[config.mk]
export PLATFORM = sky130hd
export DESIGN_NAME = reg_file_wb
export DESIGN_NICKNAME = d
export VERILOG_FILES = /design/src/rtl/cpu_pkg.sv /design/src/rtl/ld_scoreboard.sv /design/src/rtl/reg_file_wb.sv
export SDC_FILE = /design/constraint.sdc
export NUM_CORES = 1
export LEC_CHECK = 0
export CORE_UTILIZATION = 58
export CTS_CLUSTER_SIZE = 10
export DETAILED_ROUTE_END_ITERATION = 7
export PLACE_DENSITY = 0.82
export SLEW_MARGIN = 25
export SYNTH_ARGS = -nofsm -noshare
export SYNTH_HDL_FRONTEND = slang
export SYNTH_SLANG_ARGS = --single-unit
[constraint.sdc]
create_clock -name clk -period 2.7 [get_ports clk]
set_input_delay 0.54 -clock clk [delete_from_list [all_inputs] [get_ports clk]]
set_output_delay 0.54 -clock clk [all_outputs]
set_load 0.03 [all_outputs]
[src/rtl/cpu_pkg.sv]
// Shared D-bus datapath constants and the destination-select encoding.
// Imported by the D-bus select and the write-back register file.
package cpu_pkg;

  localparam int DW = 8;
  localparam int AW = 3;

  typedef enum logic [1:0] {
    MD_ALU = 2'b00,
    MD_MEM = 2'b01,
    MD_Y   = 2'b10
  } md_e;

endpackage

[src/rtl/ld_scoreboard.sv]
// Single-entry pending-load scoreboard.
// Tracks one outstanding load and flags register hazards against it.
module ld_scoreboard
  import cpu_pkg::*;
#(
  parameter int AW_P = AW
) (
  input  logic            clk,
  input  logic            rst_n,
  input  logic            ld_issue,
  input  logic [AW_P-1:0] ld_addr,
  input  logic            ld_valid,
  input  logic            rd_a_en,
  input  logic [AW_P-1:0] src_a_addr,
  input  logic            rd_b_en,
  input  logic [AW_P-1:0] src_b_addr,
  input  logic            wr_en,
  input  logic [AW_P-1:0] dst_addr,
  output logic            pend_v_o,
  output logic [AW_P-1:0] pend_tag_o,
  output logic            ld_ret_o,
  output logic            stall_o,
  output logic            ld_err_o
);

  logic            pend_v_q, pend_v_d;
  logic [AW_P-1:0] pend_tag_q, pend_tag_d;
  logic            ld_err_q, ld_err_d;
  logic            ret, accept;
  logic            hit_a, hit_b, hit_d;

  assign ret    = ld_valid & pend_v_q;
  assign accept = ~pend_v_q | ret;

  // A returning load clears its own hazard in the same cycle.
  assign hit_a = pend_v_q & (pend_tag_q == src_a_addr) & ~ld_valid;
  assign hit_b = pend_v_q & (pend_tag_q == src_b_addr) & ~ld_valid;
  assign hit_d = pend_v_q & (pend_tag_q == dst_addr) & ~ld_valid;

  always_comb begin
    pend_v_d   = pend_v_q;
    pend_tag_d = pend_tag_q;
    ld_err_d   = 1'b0;
    if (ret) pend_v_d = 1'b0;
    if (ld_issue) begin
      if (accept) begin
        pend_v_d   = 1'b1;
        pend_tag_d = ld_addr;
      end else begin
        ld_err_d = 1'b1;
      end
    end
  end

  always_ff @(posedge clk or negedge rst_n) begin
    if (!rst_n) begin
      pend_v_q   <= 1'b0;
      pend_tag_q <= '0;
      ld_err_q   <= 1'b0;
    end else begin
      pend_v_q   <= pend_v_d;
      pend_tag_q <= pend_tag_d;
      ld_err_q   <= ld_err_d;
    end
  end

  assign pend_v_o   = pend_v_q;
  assign pend_tag_o = pend_tag_q;
  assign ld_ret_o   = ret;
  assign ld_err_o   = ld_err_q;
  assign stall_o    = rst_n &
    ((rd_a_en & hit_a) | (rd_b_en & hit_b) | (wr_en & hit_d));

endmodule

[src/rtl/reg_file_wb.sv]
// Write-back register file: 8x8 array, two bypassed read ports,
// one write port shared with the returning-load path.
module reg_file_wb #(
  parameter int DW = cpu_pkg::DW,
  parameter int AW = cpu_pkg::AW
) (
  input  logic          clk,
  input  logic          rst_n,
  input  logic [DW-1:0] d_in,
  input  logic          wr_en,
  input  logic [AW-1:0] dst_addr,
  input  logic          rd_a_en,
  input  logic [AW-1:0] src_a_addr,
  input  logic          rd_b_en,
  input  logic [AW-1:0] src_b_addr,
  input  logic          ld_issue,
  input  logic [AW-1:0] ld_addr,
  input  logic          ld_valid,
  input  logic [DW-1:0] ld_data,
  output logic [DW-1:0] a_out,
  output logic [DW-1:0] b_out,
  output logic          stall,
  output logic          ld_busy,
  output logic          ld_err
);

  localparam int NR = 2 ** AW;

  logic [DW-1:0] regs_q [NR];
  logic [DW-1:0] regs_d [NR];
  logic          pend_v, ld_ret, wr_eff;
  logic [AW-1:0] pend_tag;
  logic [DW-1:0] a_mux, b_mux;

  ld_scoreboard #(.AW_P(AW)) u_sb (
    .clk        (clk),
    .rst_n      (rst_n),
    .ld_issue   (ld_issue),
    .ld_addr    (ld_addr),
    .ld_valid   (ld_valid),
    .rd_a_en    (rd_a_en),
    .src_a_addr (src_a_addr),
    .rd_b_en    (rd_b_en),
    .src_b_addr (src_b_addr),
    .wr_en      (wr_en),
    .dst_addr   (dst_addr),
    .pend_v_o   (pend_v),
    .pend_tag_o (pend_tag),
    .ld_ret_o   (ld_ret),
    .stall_o    (stall),
    .ld_err_o   (ld_err)
  );

  assign wr_eff = wr_en & ~stall;

  // Load return first, then the younger D-bus write overrides it.
  always_comb begin
    regs_d = regs_q;
    if (ld_ret) regs_d[pend_tag] = ld_data;
    if (wr_eff) regs_d[dst_addr] = d_in;
  end

  always_ff @(posedge clk or negedge rst_n) begin
    if (!rst_n) begin
      for (int i = 0; i < NR; i++) regs_q[i] <= '0;
    end else begin
      regs_q <= regs_d;
    end
  end

  always_comb begin
    a_mux = regs_q[src_a_addr];
    if (wr_eff && dst_addr == src_a_addr)
      a_mux = d_in;
    else if (ld_ret && pend_tag == src_a_addr)
      a_mux = ld_data;
  end

  always_comb begin
    b_mux = regs_q[src_b_addr];
    if (wr_eff && dst_addr == src_b_addr)
      b_mux = d_in;
    else if (ld_ret && pend_tag == src_b_addr)
      b_mux = ld_data;
  end

  assign a_out   = rst_n ? a_mux : '0;
  assign b_out   = rst_n ? b_mux : '0;
  assign ld_busy = pend_v;

endmodule

# Word-level counts from Yosys, hierarchy flattened
# Cells that the tools add are included.
classes:
  n_lt_le_gt_ge: 6
  n_div: 0
  mux: 25
  add_sub_neg: 0
  multipliers: 0
  bitwise_logic: 22
  n_reduce_logical: 7
  n_eq_ne: 5
  n_shift: 0
op_table:
  columns: ["op", "n"]
  rows:
  - ["bitwise mux 64 bit", 2]
  - ["two-way mux 64 bit", 2]
  - ["two-way mux 8 bit", 12]
  - ["binary-select mux 8 bit (select 3 bit)", 2]
  - ["demux 8 bit (select 3 bit)", 2]
  - ["greater-or-equal comparator 4 bit, second input constant", 4]
  - ["NOT 3 -> 4 bit", 4]
  - ["equality test 3 bit", 5]
  - ["AND 1 bit", 12]
  - ["less-than comparator 4 x 1 -> 1 bit, second input constant", 2]
  - ["logical AND 1 bit", 6]
  - ["two-way mux 1 bit", 5]
  - ["NOT 1 bit", 3]
  - ["bitwise OR 1 bit", 3]
  - ["AND reduction 2 bit", 1]
totals:
  input_bits: 35
  reg_bits: 69
  out_inout_bits: 19
  ram_bits: 0
  latch_bits: 0
  elab_cells: 76
  n_memories: 0
  rom_bits: 0

# Logic depth before layout (Yosys ltp)
# Gate-level depths: netlist of run 1.
logic_depth:
  depth_word: 12
  mapped_depth: 9

# Cells and area by module
# From an unflattened synthesis of run 1, not the netlist that was laid out.
hier_totals:
  cells_unflattened: 519
  hier_area_um2: 5128.7
modules_own_cells:
  columns: ["mod", "area_each_um2", "seq_area_each_um2", "cells_each", "n_inst"]
  rows:
  - ["reg_file_wb", 4818.4, 1601.5, 491, 1]
  - ["ld_scoreboard", 310.3, 125.1, 28, 1]

# Worst setup path after synthesis of run 1
# No wires, ideal clock.
synth_timing:
  kind: "in2out"
  startpoint: "in src_b_addr[1]"
  endpoint: "out a_out[3]"
  slack_ns: -0.219
  n_path_buf: 4
  t_required_ns: 2.160
  cell_stages: 9
  arrival_ns: 2.379
  cell_sequence: "buf_2 xnor2_1 nand4_1 a31oi_1 buf_6 buf_6 buf_2 o31ai_1 a21oi_1"
synth_between:
  elab_chain_cells: 12
synth_lines:
  columns: ["element", "line", "text"]
  rows:
  - ["start, declared", "reg_file_wb.sv:15", "input logic [AW-1:0] src_b_addr,"]
  - ["equality test 3 bit", "ld_scoreboard.sv:37", "assign hit_b = pend_v_q & (pend_tag_q == src_b_addr) & ~ld_valid;"]
  - ["AND 1 bit (2 in a row)", "ld_scoreboard.sv:37", null]
  - ["AND 1 bit", "ld_scoreboard.sv:72", "((rd_a_en & hit_a) | (rd_b_en & hit_b) | (wr_en & hit_d));"]
  - ["bitwise OR 1 bit (2 in a row)", "ld_scoreboard.sv:72", null]
  - ["AND 1 bit", "ld_scoreboard.sv:71", "assign stall_o = rst_n &"]
  - ["via stall", "reg_file_wb.sv:22", "output logic stall,"]
  - ["NOT 1 bit", "reg_file_wb.sv:54", "assign wr_eff = wr_en & ~stall;"]
  - ["AND 1 bit", "reg_file_wb.sv:54", null]
  - ["logical AND 1 bit", "reg_file_wb.sv:73", "if (wr_eff && dst_addr == src_a_addr)"]
  - ["two-way mux 8 bit", "reg_file_wb.sv:73", null]
  - ["two-way mux 8 bit", "reg_file_wb.sv:87", "assign a_out = rst_n ? a_mux : '0;"]
  - ["end, declared", "reg_file_wb.sv:20", "output logic [DW-1:0] a_out,"]
# The timed path passes the listed nets, and every way through them passes these cells.

# Final worst setup path of run 1
layout_timing:
  startpoint: "reg u_sb.pend_tag_q[1], in the netlist u_sb.pend_tag_o[1]"
  endpoint: "out b_out[6]"
layout_between:
  elab_chain_cells: 12
  word_cells_on_any_way: 22
  cone_classes: "eq/ne (3); mux (3); bitwise (14); reduce/logical (2)"
layout_lines:
  columns: ["element", "line", "text"]
  rows:
  - ["start, declared", "ld_scoreboard.sv:27", "logic [AW_P-1:0] pend_tag_q, pend_tag_d;"]
  - ["start signal, assigned", "ld_scoreboard.sv:62", "pend_tag_q <= pend_tag_d;"]
  - ["equality test 3 bit, on equally long branches", "ld_scoreboard.sv:36, ld_scoreboard.sv:37, reg_file_wb.sv:83", null]
  - ["AND 1 bit, on equally long branches (2 in a row)", "ld_scoreboard.sv:36, ld_scoreboard.sv:37", null]
  - ["AND 1 bit", "ld_scoreboard.sv:72", null]
  - ["bitwise OR 1 bit (2 in a row)", "ld_scoreboard.sv:72", null]
  - ["AND 1 bit", "ld_scoreboard.sv:71", null]
  - ["NOT 1 bit", "reg_file_wb.sv:54", null]
  - ["AND 1 bit", "reg_file_wb.sv:54", null]
  - ["logical AND 1 bit", "reg_file_wb.sv:81", "if (wr_eff && dst_addr == src_b_addr)"]
  - ["two-way mux 8 bit (*)", "reg_file_wb.sv:81", null]
  - ["two-way mux 8 bit (*)", "reg_file_wb.sv:88", "assign b_out = rst_n ? b_mux : '0;"]
  - ["end, declared", "reg_file_wb.sv:21", "output logic [DW-1:0] b_out,"]
# Every way passes the cells marked *; elsewhere a longest branch is shown, timed or not.

==> results of run 1 <==
==> registers in the layout (all words and copies together), names as in the netlist <==
name             flops
regs_q              64
u_sb.ld_err_o        1
u_sb.pend_tag_o      3
u_sb.pend_v_o        1
==> power by group through the flow <==
stage	clock network, uW	logic, uW	registers, uW
after floorplan	0	1150	1530
after global placement	0	1560	1630
after detailed placement	0	1620	1650
after CTS	902	1670	1650
after global routing	947	1890	1680
final	899	1790	1670
==> layout by cell type, fill, tap and decap left out, types with 8 or more instances in the layout <==
| cell | instances |
|---|---|
| buf_6 | 16 |
| nor2b_1 | 18 |
| mux4_2 | 17 |
| buf_4 | 87 |
| o21ai_0 | 24 |
| nand2_1 | 8 |
| clkdlybuf4s50_1 | 25 |
| nor2_1 | 19 |
| mux2i_1 | 94 |
| a22oi_2 | 16 |
| o31ai_1 | 9 |
| clkbuf_8 | 10 |
| a22o_1 | 14 |
| a22oi_1 | 48 |
| dfrtp_1 | 67 |
==> worst paths after layout <==
| check | startpoint | end | slack, ns | depth (start not counted) |
|---|---|---|---|---|
| setup / recovery | u_sb.pend_tag_o[1]$_DFFE_PN0P_ | b_out[6] | -0.12 | 8 |
| hold / removal | rst_n | u_sb.ld_err_o$_DFF_PN0_ | 0.12 | 2 |
| setup reg to reg | u_sb.pend_tag_o[1]$_DFFE_PN0P_ | regs_q[60]$_DFF_PN0_ | 0.01 | 8 |
| hold reg to reg | regs_q[53]$_DFF_PN0_ | regs_q[53]$_DFF_PN0_ | 0.62 | 2 |
| max in group asynchronous | rst_n | regs_q[21]$_DFF_PN0_ | 2.01 | 3 |
| min in group clk | regs_q[53]$_DFF_PN0_ | regs_q[53]$_DFF_PN0_ | 0.62 | 2 |
==> per-stage QoR <==
step                cell area, um2  total power (uW)  worst slack (ns)
floorplan                     5100              2690           -0.0726
global placement              6210              3190            -0.791
detailed placement            6220              3270            -0.829
CTS                           6610              4210           -0.0780
global route                  6770              4530            -0.171
finish                        6770              4370            -0.122
==> critical path: cells and delay by family (launching register included) <==
kind / cells / cell delay (ns)
DFF: 1 / 0.51
buffers and inverters: 3 / 0.43
and+or+nand+nor: 2 / 0.34
xor gates and xnor gates: 1 / 0.23
AOI/OAI and AO/OA: 1 / 0.22
muxes: 1 / 0.21
==> area by class of cell <==
cell class,count,share of cell area [%]
clock buffers,10,2.03
clock inverters,6,1.02
multi-input cells,349,48.5
flip-flops and latches,69,25.6
well taps,105,1.94
repair buffers,151,21.0
==> layer usage <==
metal  track usage, %  up-vias  share of wire (%)
met2             67.5      512                 44
met1             52.4     2428                 33
met5                0        -                  0
met3             15.6      173                 14
li1                 -     2037                  -
met4             33.3        0                8.3
==> repair_timing <==
action | CTS | global route
setup endpoints to repair | 27 | 16
setup buffers | 9 | 1
cloned | 2 | 1
resized for setup | 113 | 41
pin swaps | 9 | 5
==> logic make-up after synthesis <==
family	Yosys count	share of synthesized area [%]
AO/OA/AOI/OAI	137	20.2
XOR/XNOR	15	2.61
buffers and inverters	52	5.09
flip-flops	69	34.2
multiplexers	117	27.8
AND/OR/NAND/NOR	80	10.0
==> impl_metrics.toml, run 1 <==
[routing]
drt-vias-per-instance = 7.46
routedWlPerCell_um = 28.5
drcViolationCount = 0
first_pass_iters = 6
wl_um = 19700
first_iter_violations = 714
via_count = 5150
ant_nets = 0

[clock_tree]
cts.htree.levels = 3
clkTransAtPathRegs_ns = 0.07
cts_buffer_depth = 2
clockRootBuffer = "clkbuf_8"
cts.sinks = 69
insertion_delay_ns = 0.37
cts_buffers = 9
cts_tree = "done"
holdBufCountCts = 0

[sta]
fin_crit_sh_pct = 105
fmax_ghz = 0.354
fin_crit_ns = 2.82
fin_ws_ns = -0.122
whs_ns = 0.121
drv_slew = 0
rsz0062_at_grt = "yes"
relSlewSlack_pct = 34.1
hold_violations = 0
tightest_slew_ns = 0.985
fin_worst_skew_ns = 0.0127
setup-tns-final_ns = -0.629
setup_viol = 15

[logic_synthesis]
async_flop_share_pct = 100
synthCells = 470
synth.top_cell.area_share_pct = 34.2
avgSynthCellArea_um2 = 10.7
synth_sequential_area_ratio_pct = 34.2
synth-edff-count = 0
yosys_warnings = 0
ys.flop_type = "dfrtp_1"
yosysMostFrequentCell = "mux2i_1"
synthTopCellsByCount = "mux2i_1 (96), dfrtp_1 (69), a22oi_1 (48)"
synth-seq-cells = 69
post-synth-top-area-cell = "dfrtp_1"
ys_top_cells_by_area = "dfrtp_1 (34%), mux2i_1 (19%), mux4_2 (7.6%), a22oi_1 (7.1%), a22oi_2 (4.0%)"
syn_area_um2 = 5040
synth.distinct_cells = 35
syn-num-nets = 505

[worst_setup_path]
critical-path-slowest-cell = "dfrtp_2"
crit_type = "reg -> out"
crit_fanout = 5
arrival_ns = 2.28
required_ns = 2.16
crit_top_cell = "buf_6"
endpoint_kind = "primary output"
path_cells = "xnor2_4 -> nand4_1 -> a31oi_2 -> buf_4 -> or2_4 -> buf_6 -> mux2i_4 -> buf_6"
critPathMaxStageDelay_ns = 0.51
start_kind = "flop"

[pwr]
seqPwrFrac_pct = 38.3
p_leak_uw = 0.00286
ir_worst_vdd_v = 0.000413
comb_power_share_pct = 41.1
power_switching_uw = 1660
pwr-share-clk_pct = 20.6
p_int_uw = 2710
power.density_nw_per_um2 = 645
swShare_pct = 37.9

[status]
outcome = "complete, but fails checks"
violations = "negative setup slack"

[finish]
multi_input_area_um2 = 3280
diodes = 0
fillers = 462
layout.cells.non_filler = 690
final_util_pct = 81.5
nNetsFinal = 615
area_growth_pct = 34.2
drive_above_1_share_pct = 36.6
regArea_um2 = 1730

[floorplanning]
boundaryPins = 54
fp.dieW_um = 95.2
coreArea_um2 = 8300
die_area_um2 = 9070
fp.dieH_um = 95.2
rows = 33
start_util_pct = 60.8

[placement]
place_inst = 663
dp_hpwl_um = 12300
gp_congestion = 1.05
placement.io_buffers = 53

[global_route]
grt_pass1_wl_um = 28800
grtUsageTotal_pct = 44.7
grt_overflow = 0
grt_pass1_vias = 5130
grt_max_degree = 25
antenna_found_initial = 0

[flow_run]
cap_violations = 0

[worst_hold_path]
min_path_type = "in -> async"
No activity file was read; power rests on OpenSTA's default activity.
==> inputs of run 2 (changes only) <==
--- a/config.mk
+++ b/config.mk
@@ -6,6 +6,7 @@
 export NUM_CORES = 1
 export LEC_CHECK = 0
 export CORE_UTILIZATION = 58
+export CTS_BUF_LIST = sky130_fd_sc_hd__clkbuf_16
 export CTS_CLUSTER_SIZE = 10
 export DETAILED_ROUTE_END_ITERATION = 7
 export PLACE_DENSITY = 0.82
==> impl_metrics.toml, run 2 (same netlist as run 1, synthesis figures left out) <==
[worst_setup_path]
r2r-start = "u_sb.pend_tag_o[0]$_DFFE_PN0P_"
start_kind = "flop"
critPathMaxStageDelay_ns = 0.48
crit_start = "u_sb.pend_tag_o[0]$_DFFE_PN0P_"
endpoint_kind = "primary output"
crit_family = "flip-flops"
crit_fanout = 6
reg2reg_depth = 8
cp_num_cells = 8
crit_top_cell = "buf_6"
arrival_ns = 2.31
critical-path-slowest-cell = "dfrtp_2"
crit_type = "reg -> out"
path_buf_inv = 3
required_ns = 2.16
path_cells = "xnor2_2 -> nand4_1 -> a31oi_2 -> buf_4 -> or2_4 -> buf_6 -> mux2i_4 -> buf_6"

[global_route]
grt_max_degree = 25
grt_overflow = 0
grt_pass1_vias = 5195
antenna_found_initial = 0
grtUsageTotal_pct = 45.6
grt_pass1_wl_um = 29200

[floorplanning]
die_area_um2 = 9070
fp.dieW_um = 95.2
fp.dieH_um = 95.2
start_util_pct = 60.8
rows = 33
boundaryPins = 54
coreArea_um2 = 8300

[flow_run]
cap_violations = 0

[sta]
fmax_ghz = 0.351
fin_crit_ns = 2.85
fin_worst_skew_ns = 0.00884
setup_viol = 13
whs_ns = 0.126
relSlewSlack_pct = 31.6
drv_slew = 0
hold_violations = 0
fin_ws_ns = -0.149
rsz0062_at_grt = "yes"
tightest_slew_ns = 1.02
fin_crit_sh_pct = 106

[routing]
ant_nets = 0
drcViolationCount = 0
first_pass_iters = 5
drt-vias-per-instance = 7.59
routedWlPerCell_um = 29.0
first_iter_violations = 877
wl_um = 20100
via_count = 5275

[clock_tree]
holdBufCountCts = 0
clockRootBuffer = "clkbuf_16"
clkTransAtPathRegs_ns = 0.06
cts_tree = "done"
cts.htree.levels = 3
insertion_delay_ns = 0.34
cts.sinks = 69
cts_buffers = 9
cts_buffer_depth = 2

[pwr]
power.density_nw_per_um2 = 688
p_leak_uw = 0.00290
ir_worst_vdd_v = 0.000472

[finish]
final_common_cell = "mux2i_1"
largest-register = "regs_q"
fin_area_um2 = 6820
nNetsFinal = 620
drive_above_1_share_pct = 36.3
area_growth_pct = 35.2
final_cell_mix = "mux2i_1 (94), buf_4 (91), dfrtp_1 (66), a22oi_1 (48), clkdlybuf4s50_1 (24)"
largest_reg_flops = 64
diodes = 0

[worst_hold_path]
min_path_type = "in -> async"

[status]
violations = "negative setup slack"
outcome = "complete, but fails checks"

[placement]
gp_congestion = 1.05
dp_hpwl_um = 12300
place_ws_ns = -0.829
dpl_cell_area_um2 = 6220
placement.io_buffers = 53
[run 2: changes by cell type in the layout (fill, tap and decap cells not counted), sizes merged]
cell / change
buf: +9
clkbuf: -4
clkdlybuf4s15: -1
clkdlybuf4s50: -1
clkinv: +1
dlygate4sd2: +1
[run 2: stage by stage]
stage	power, uW	utilization (%)	TNS [ns]	instances
3_3_place_gp	3190	74.8	-26.50	663
6_report	4690	82.1	-0.661	695
5_1_grt	4840	82.1	-1.51	695
3_5_place_dp	3270	74.9	-23.76	663
2_1_floorplan	2690	-	-0.800	470
4_1_cts	4490	80.5	-0.0827	689
[run 2: area by class of cell]
type | instances | area (um2)
Tap cell | 105 | 131
Sequential cell | 69 | 1730
Timing Repair Buffer | 156 | 1440
Clock buffer | 9 | 225
Clock inverter | 7 | 72.6
Fill cell | 463 | 1480
Multi-Input combinational cell | 349 | 3220
[run 2: path summary, 6_finish.rpt]
kind / endpoint / slack, ns
setup / recovery: b_out[6] / -0.15
hold / removal: u_sb.ld_err_o$_DFF_PN0_ / 0.13
setup reg to reg: regs_q[60]$_DFF_PN0_ / 0.03
hold reg to reg: regs_q[51]$_DFF_PN0_ / 0.62
max in group asynchronous: regs_q[23]$_DFF_PN0_ / 2.04
min in group clk: regs_q[51]$_DFF_PN0_ / 0.62
[run 2: power breakdown]
group          total [uW]  internal [uW]  switching, uW
Clock                1200            718            483
Sequential           1690           1360            334
Combinational        1800            900            898
Total                4690           2970           1720
[run 2: what timing repair did]
action                     CTS  global route
gates resized for setup    107            53
setup buffers                8             5
setup endpoints to repair   28            16
pin swaps                   11             8
cloned                       2             0
[run 2: metal layers]
layer	wire (um)	GRT usage [%]	vias to the layer above
met4	1950	30.7	0
met5	0	0	-
met2	8750	69.0	532
li1	-	-	2038
met1	6680	53.2	2477
met3	2760	18.0	228
==> inputs of run 3 (changes only) <==
--- a/config.mk
+++ b/config.mk
@@ -5,11 +5,11 @@
 export SDC_FILE = /design/constraint.sdc
 export NUM_CORES = 1
 export LEC_CHECK = 0
-export CORE_UTILIZATION = 58
-export CTS_BUF_LIST = sky130_fd_sc_hd__clkbuf_16
+export CORE_UTILIZATION = 59
+export CTS_BUF_LIST = sky130_fd_sc_hd__clkbuf_4
 export CTS_CLUSTER_SIZE = 10
 export DETAILED_ROUTE_END_ITERATION = 7
-export PLACE_DENSITY = 0.82
+export PLACE_DENSITY = 0.83
 export SLEW_MARGIN = 25
 export SYNTH_ARGS = -nofsm -noshare
 export SYNTH_HDL_FRONTEND = slang
==> impl_metrics.toml, run 3 (same netlist as run 1, synthesis figures left out) <==
[status]
outcome = "complete, but fails checks"
violations = "negative setup slack"

[sta]
drv_slew = 0
hold_violations = 0
fmax_ghz = 0.345
whs_ns = 0.132
fin_crit_sh_pct = 107
setup-tns-final_ns = -2.46
fin_worst_skew_ns = 0.0126
fin_crit_ns = 2.89
fin_ws_ns = -0.195
setup_viol = 16
relSlewSlack_pct = 46.5
tightest_slew_ns = 0.799
rsz0062_at_grt = "yes"

[clock_tree]
clkTransAtPathRegs_ns = 0.12
cts.sinks = 69
cts_buffer_depth = 2
cts_buffers = 9
cts.htree.levels = 3
cts_tree = "done"
clockRootBuffer = "clkbuf_4"
insertion_delay_ns = 0.42

[placement]
dp_hpwl_um = 12000
place_inst = 645
gp_congestion = 0.998
placement.io_buffers = 53
dpl_cell_area_um2 = 6050
place_ws_ns = -0.490

[routing]
drcViolationCount = 0
wl_um = 19200
drt-vias-per-instance = 7.54
ant_nets = 0
via_count = 5097
first_iter_violations = 740
first_pass_iters = 5
routedWlPerCell_um = 28.5

[finish]
largest_reg_flops = 64
fillers = 508
nNetsFinal = 602
final_common_cell = "mux2i_1"
layout.cells.non_filler = 676
drive_above_1_share_pct = 34.0
diodes = 0
final_cell_mix = "mux2i_1 (94), buf_4 (83), dfrtp_1 (66), a22oi_1 (48), o21ai_0 (27)"
largest-register = "regs_q"
fin_area_um2 = 6490
area_growth_pct = 28.7

[flow_run]
cap_violations = 0

[global_route]
grt_max_degree = 87
grt_pass1_wl_um = 28800
grt_overflow = 0
grtUsageTotal_pct = 45.1
antenna_found_initial = 0
grt_pass1_vias = 5240

[worst_setup_path]
reg2reg_depth = 7
r2r-start = "u_sb.pend_tag_o[0]$_DFFE_PN0P_"
crit_fanout = 13
endpoint_kind = "primary output"
start_kind = "flop"
arrival_ns = 2.35
crit_type = "reg -> out"
r2r-end = "regs_q[26]$_DFF_PN0_"
required_ns = 2.16
regToRegSetupSlack_ns = 0.12

[floorplanning]
coreArea_um2 = 8260
boundaryPins = 54
rows = 33
start_util_pct = 61.1
fp.dieH_um = 94.4
fp.dieW_um = 94.4
die_area_um2 = 8920

[pwr]
seqPwrFrac_pct = 40.6
pwr-share-clk_pct = 16.4
p_leak_uw = 0.00272
swShare_pct = 38.8
power.density_nw_per_um2 = 633
p_int_uw = 2510
ir_worst_vdd_v = 0.000369
comb_power_share_pct = 43.0
power_switching_uw = 1590

[worst_hold_path]
min_path_type = "in -> async"
[run 3: cell count changes in the layout (fill, tap and decap cells not counted), moves of 2 or more]
cell,previous run,this run
clkbuf_4,0,10
clkbuf_16,9,0
buf_4,91,83
buf_6,19,12
o21ai_0,21,27
o21ai_1,6,1
buf_2,5,1
clkdlybuf4s50_1,24,26
clkinv_2,1,3
inv_6,2,0
nor2b_1,18,16
[run 3: power groups by stage]
stage          registers, uW  clock network (uW)  logic (uW)
6_report                1670                 671        1770
5_1_grt                 1680                 719        1870
4_1_cts                 1630                 672        1680
3_5_place_dp            1640                   0        1600
3_3_place_gp            1610                   0        1540
2_1_floorplan           1530                   0        1150
[run 3: how the worst max path moves through the flow]
stage                                   startpoint        to  slack, ns  depth (start not counted)
floorplan                            src_a_addr[1]  a_out[0]      -0.07                          9
global route        u_sb.pend_tag_o[1]$_DFFE_PN0P_  b_out[6]      -0.24                          7
detailed placement                   src_b_addr[0]  b_out[2]      -0.49                          8
CTS                 u_sb.pend_tag_o[0]$_DFFE_PN0P_  b_out[6]      -0.07                          7
global placement                     src_b_addr[0]  b_out[7]      -0.45                          8
finish              u_sb.pend_tag_o[1]$_DFFE_PN0P_  a_out[4]      -0.19                          7
[run 3: worst max-delay path, cell delays in order, from the launching register on]
cell and delay (ns):
dfrtp_2 0.48, xnor2_1 0.20, nand4_1 0.23, a31oi_4 0.34, buf_12 0.19, o31ai_1 0.09
a21oi_2 0.22, buf_6 0.16
[run 3: area by class of cell]
cell class / instances / area (um2) / share of cell area (%)
timing repair buffer: 138 / 1280 / 19.8
clock inverter: 5 / 52.6 / 0.810
tap: 105 / 131 / 2.03
sequential: 69 / 1730 / 26.7
multi-input combinational: 349 / 3220 / 49.6
clock buffer: 10 / 75.1 / 1.16
[run 3: what timing repair did]
action,CTS,global route
setup buffers,7,7
cloned,2,0
setup endpoints to repair,17,24
hold buffers,0,0
pin swaps,8,10
resized for setup,47,2
[run 3: stage by stage]
| step | power (uW) | utilization (%) |
|---|---|---|
| final | 4100 | 78.6 |
| after detailed placement | 3240 | 73.3 |
| after CTS | 3980 | 77.8 |
| after global routing | 4270 | 78.6 |
| after floorplan | 2690 | - |
| after global placement | 3150 | 73.2 |
[run 3: routing by layer]
metal	routed length (um)	part of all wire (%)	global-route usage [%]
met4	1610	8.4	35.4
met3	2540	13	12.6
met1	6530	34	54.7
met5	0	0	0
met2	8560	44	67.6
